==> src/rtl/slavefifo_pkt_writer.sv <==
// FX3 slave-FIFO write-side packet generator: streams an incrementing pattern,
// closes short packets with PKTEND, or issues zero-length packets.
module slavefifo_pkt_writer #(
    parameter int DATA_W     = 32,
    parameter int LEN_W      = 12,
    parameter int WR_DELAY   = 1,
    parameter int GAP_CYCLES = 8
) (
    input  logic              clk_100,
    input  logic              reset_,
    input  logic              enable,
    input  logic [1:0]        mode,
    input  logic [LEN_W-1:0]  pkt_len,
    input  logic              flaga_d,
    input  logic              flagb_d,
    output logic              slwr_,
    output logic              pktend_,
    output logic [DATA_W-1:0] data_out,
    output logic              busy,
    output logic              pkt_done,
    output logic [15:0]       pkt_count
);

    typedef enum logic [2:0] {
        IDLE,
        WAIT_FLAGB,
        WRITE,
        ZLP,
        DELAY,
        GAP
    } state_t;

    localparam logic [1:0]       MODE_SHORT = 2'b01;
    localparam logic [1:0]       MODE_ZLP   = 2'b10;
    localparam int               CNT_W      = 16;
    localparam logic [CNT_W-1:0] DELAY_LAST = CNT_W'(WR_DELAY - 1);
    localparam logic [CNT_W-1:0] GAP_LAST   = CNT_W'(GAP_CYCLES - 1);

    state_t            state_q;
    logic [1:0]        mode_q;
    logic [LEN_W-1:0]  len_q;
    logic [LEN_W-1:0]  word_cnt_q;
    logic [DATA_W-1:0] data_q;
    logic [15:0]       pkt_cnt_q;
    logic [CNT_W-1:0]  tmr_q;

    logic wr_accept;
    logic last_word;
    logic pkt_end;

    // The FX3 samples the strobe on the same edge as the flag, so the write
    // decision must follow flagb_d/enable combinationally.
    always_comb begin
        wr_accept = (state_q == WRITE) && flagb_d && enable;
        last_word = wr_accept && (mode_q == MODE_SHORT) &&
                    (word_cnt_q == (len_q - LEN_W'(1)));
        pkt_end   = last_word || (state_q == ZLP);
    end

    assign slwr_     = ~wr_accept;
    assign pktend_   = ~pkt_end;
    assign pkt_done  = pkt_end;
    assign busy      = (state_q != IDLE);
    assign data_out  = data_q;
    assign pkt_count = pkt_cnt_q;

    always_ff @(posedge clk_100) begin
        if (!reset_) begin
            state_q    <= IDLE;
            mode_q     <= 2'b00;
            len_q      <= '0;
            word_cnt_q <= '0;
            data_q     <= '0;
            pkt_cnt_q  <= '0;
            tmr_q      <= '0;
        end else begin
            if (!enable) begin
                data_q <= '0;
            end else if (wr_accept) begin
                data_q <= data_q + DATA_W'(1);
            end

            if (pkt_end) begin
                pkt_cnt_q <= pkt_cnt_q + 16'd1;
            end

            case (state_q)
                IDLE: begin
                    tmr_q <= '0;
                    if (enable && flaga_d) begin
                        mode_q <= mode;
                        len_q  <= pkt_len;
                        if ((mode == MODE_ZLP) || ((mode == MODE_SHORT) && (pkt_len == '0))) begin
                            state_q <= ZLP;
                        end else begin
                            state_q <= WAIT_FLAGB;
                        end
                    end
                end
                WAIT_FLAGB: begin
                    tmr_q <= '0;
                    if (!enable) begin
                        word_cnt_q <= '0;
                        state_q    <= IDLE;
                    end else if (flagb_d) begin
                        state_q <= WRITE;
                    end
                end
                WRITE: begin
                    tmr_q <= '0;
                    if (!enable) begin
                        word_cnt_q <= '0;
                        state_q    <= DELAY;
                    end else if (!flagb_d) begin
                        // word_cnt_q is held so a stalled short packet resumes where it stopped
                        state_q <= DELAY;
                    end else if (last_word) begin
                        word_cnt_q <= '0;
                        state_q    <= DELAY;
                    end else begin
                        word_cnt_q <= word_cnt_q + LEN_W'(1);
                    end
                end
                ZLP: begin
                    tmr_q   <= '0;
                    state_q <= DELAY;
                end
                DELAY: begin
                    if (tmr_q == DELAY_LAST) begin
                        tmr_q   <= '0;
                        state_q <= GAP;
                    end else begin
                        tmr_q <= tmr_q + CNT_W'(1);
                    end
                end
                GAP: begin
                    if (tmr_q == GAP_LAST) begin
                        tmr_q   <= '0;
                        state_q <= IDLE;
                    end else begin
                        tmr_q <= tmr_q + CNT_W'(1);
                    end
                end
                default: begin
                    tmr_q   <= '0;
                    state_q <= IDLE;
                end
            endcase
        end
    end

endmodule

==> config.mk <==
export PLATFORM = sky130hd
export DESIGN_NAME = slavefifo_pkt_writer
export DESIGN_NICKNAME = d
export VERILOG_FILES = /design/src/rtl/slavefifo_pkt_writer.sv
export SDC_FILE = /design/constraint.sdc
export NUM_CORES = 1
export LEC_CHECK = 0
export CAP_MARGIN = 20
export CORE_MARGIN = 2
export CORE_UTILIZATION = 40
export DETAILED_ROUTE_END_ITERATION = 8
export GPL_ROUTABILITY_DRIVEN = 1
export SYNTH_ARGS = -nofsm -noshare
export SYNTH_HDL_FRONTEND = slang
export SYNTH_SLANG_ARGS = --single-unit
==> constraint.sdc <==
create_clock -name clk_100 -period 3.3 [get_ports clk_100]
set_clock_uncertainty 0.2 [all_clocks]
set_input_delay 0.495 -clock clk_100 [delete_from_list [all_inputs] [get_ports clk_100]]
set_output_delay 0.495 -clock clk_100 [all_outputs]
set_load 0.01 [all_outputs]
==> summary.md <==
| Metric | Value |
|---|---|
| Setup crit end kind | output pin |
| Seq cells post-synth | 93 |
| Final hold vios | 0 |
| Delay-heaviest family, CP | simple AND/OR/NAND/NOR gates |
| Syn nets | 597 |
| CP Cell Sequence | or4_4, or3_1, nand4b_1, a311oi_2, a21o_4, buf_4, inv_2, clkbuf_2 |
| Max Clk Rate | 322 MHz |
| Worst-skew pair later-pin latency | 0.35 ns |
| Hpwl dp | 8.18 mm |
| Largest net degree at the start of global routing | 33 |
| Minimum clock period | 3.10 ns |
| WP buf/inv | 3 |
| Final Total Pwr | 2.39 mW |
| Startpoint types | flop |
| TritonCTS Buffers | 9 |
| Root Driver | clkbuf_16 |
| Die Y | 111 µm |
| Arrival @ worst endpoint | between 2 and 2.5 ns |
| Launching point of the worst reg2reg path | len_q[0]$_SDFFE_PN0P_ |
| Peak VDD IR | 0.000280 V |
| Antenna Cells | 0 |
| Site Rows | 39 |
| Detailed router's first-iteration violation count | between 200 and 250 |
| Routability Congestion | 0.848 |
| Worst setup path category | flop to output pin |
| Slew HR | 0.595 |
| Drt pass-1 iters | 5 |
| Number of global-route vias before repair | 4045 |
| Status | finished clean |
| Sequential-to-total area share from yosys stat | 0.404 |
| RSZ-0062 raised after global routing | false |
| Share of cells above drive strength 1 | 0.0681 |
| Setup ws final | ~0.20 ns |
| Die area | around 12000 µm² |
| Largest stage delay on the critical path | 0.57 ns |
| Hold_ws | between 0.2 and 0.3 ns |
| Clock buffer depth | 2 |
| I/O Pins | 71 |
| Post-CTS Hold Buffers | 0 |
| Worst-path maximum fanout | 7 |
| CTS tree | built |
| Worst r2r dst | pkt_count[13]$_SDFFE_PN0N_ |
| Gr ovfl total | 0 |
| R2r setup slk | between 0.2 and 0.3 ns |
| Worst Tran Pin Value | 0.606 ns |
| Vias | 4249 |
| Post-Syn Instances | 572 |
| Top cells by area, synth | dfxtp_1 (40%), xor2_1 (6.3%), nand2_1 (5.8%) |
| Final cycle utilization of the critical path | 0.941 |
| EDFF count, synth | 0 |
| Nets@finish | 666 |
| Synthesized area per cell | ~8 µm² |
| Clock tree sinks | 93 |
| HP Start | mode_q[0]$_SDFFE_PN0P_ |
| Initial core utilization | 0.407 |
| Count of pins over their slew limit | 0 |
| Final ANT Viol Nets | 0 |
| Core Area | around 11000 µm² |
| Max_cap viols | 0 |
| Via/cell ratio | 5.39 |
| Leak Pwr | slightly below 2 nW |
| H-tree levels | 3 |
| Setup violators final | 0 |
| Pwr/cell area | between 400 and 500 nW/µm² |
| Worst Hold Path Cells | 2 |
| Most used DFF post-synth | dfxtp_1 |
| Initial antenna violation count | 0 |
| FFs w/ async S/R, synth | 0 |
| Dpl ws | 0.103 ns |
| Worst-path clk slew | around 0.060 ns |
| R2R cell count | 10 |
| Syn. warnings | 0 |
| DRT Wirelength | around 11 mm |
| Share of the synthesized area in the top cell type | 0.404 |
| Synth area leader | dfxtp_1 |
| WHS Endpoint | mode_q[0]$_SDFFE_PN0P_ |
| Total Routing Usage GR | 0.188 |
| Required @ worst endpoint | 2.60 ns |
| Chip Width | 111 µm |
| Drt wl/cell | 14.4 µm |
| Cell Area, Synth | 4610 µm² |
| Synthesis-to-layout area growth | 25.5% |
| Slowest stage cell on the critical path | or4_4 |
| Hold crit path type | flop to flop |
| Post-route DRC violation count | 0 |
| Synth cell types | 53 |
| PortBufs | 70 |
| First-pass GRT wire length | 19.3 mm |
==> routing by layer <==
layer / vias to the layer above / part of all wire / routed length (µm) / GRT usage
li1: 2149 / - / - / -
met1: 2005 / 0.48 / 5510 / 0.254
met4: 0 / 0.018 / 204 / 0.0733
met2: 79 / 0.45 / 5150 / 0.297
met3: 16 / 0.045 / 509 / 0.0376
met5: - / 0 / 0 / 0
==> worst min-delay path, delay by kind of cell (launching register included) <==
kind            cells  cell delay [ns]
compound gates      1             0.06
flops               1             0.31
simple gates        1             0.05
==> flip-flops by register name, indices dropped and copies added (netlist names) <==
name,flops
word_cnt_q,12
pkt_count,16
mode_q,2
tmr_q,16
data_out,32
len_q,12
state_q,3
==> layout make-up <==
type	count	area [µm²]
clock inverters	6	61.3
inverters	19	71.3
repair buffers	86	818
flip-flops and latches	93	1870
multi-input cells	432	2560
fillers	1112	5530
well taps	143	179
clock buffers	10	229
==> cell usage after synthesis, types with 3 or more instances <==
cell	number
a21oi_1	43
a31oi_1	3
and2_1	3
and3_1	14
and4_1	3
buf_2	5
clkbuf_1	21
dfxtp_1	93
ha_1	6
inv_1	17
mux2i_1	4
nand2_1	71
nand3_1	35
nand4_1	15
nand4b_1	4
nor2_1	62
nor2b_1	5
nor3_1	9
nor4_1	10
o21ai_0	21
o311ai_0	4
o31ai_1	10
or3_1	15
or4_1	11
xnor2_1	21
xor2_1	33
==> power breakdown <==
group	switching, mW	total, mW	internal [mW]	leakage [nW]
Clock	0.438	1.02	0.586	0.143
Sequential	0.0247	1.16	1.14	0.752
Combinational	0.110	0.208	0.0976	1.04
==> kinds of logic after synthesis <==
group,count (synthesis),share of synthesized area
simple gates,267,0.290
xor+xnor,54,0.103
compound gates,100,0.134
mux,5,0.0111
flops,93,0.404
fa+ha+maj,6,0.0163
buf+inv,47,0.0429
==> worst max-delay path by stage <==
| stage | endpoint | startpoint | cells after the start |
|---|---|---|---|
| after floorplan | pktend_ | len_q[0]$_SDFFE_PN0P_ | 9 |
| after global placement | pkt_done | enable | 7 |
| after detailed placement | pkt_done | enable | 7 |
| after CTS | pkt_done | len_q[0]$_SDFFE_PN0P_ | 6 |
| after global routing | pkt_count[15]$_SDFFE_PN0N_ | len_q[0]$_SDFFE_PN0P_ | 12 |
| final | pktend_ | len_q[0]$_SDFFE_PN0P_ | 8 |
==> cells in the final DEF, fill, tap and decap left out, types with 3 or more instances in the layout <==
master,instances
dfxtp_1,91
nand2_1,71
clkdlybuf4s50_1,68
nor2_1,62
a21oi_1,43
nand3_1,35
xor2_1,33
o21ai_0,21
xnor2_1,21
inv_1,17
buf_4,16
nand4_1,15
or3_1,15
and3_1,14
or4_1,11
nor4_1,10
o31ai_1,10
nor3_1,9
clkbuf_16,9
ha_1,6
nor2b_1,5
o311ai_0,4
mux2i_1,4
nand4b_1,4
and2_1,3
a31oi_1,3
and4_1,3
clkinv_2,3
==> metrics by stage <==
| stage | std cells | util | area, µm² | TNS (ns) |
|---|---|---|---|---|
| 2_1_floorplan | 572 | - | 4610 | 0 |
| 3_3_place_gp | 771 | 0.483 | 5470 | 0 |
| 3_5_place_dp | 771 | 0.483 | 5470 | 0 |
| 6_report | 789 | 0.511 | 5790 | 0 |
| 5_1_grt | 789 | 0.511 | 5790 | 0 |
| 4_1_cts | 787 | 0.509 | 5760 | -0.0712 |
==> what timing repair did <==
action,4_1_cts,5_1_grt
cloned,0,0
pin swaps,1,2
gates resized for setup,3,6
buffers inserted,0,2
endpoints found under the setup margin,2,2
(Power assumes the default switching activity.)
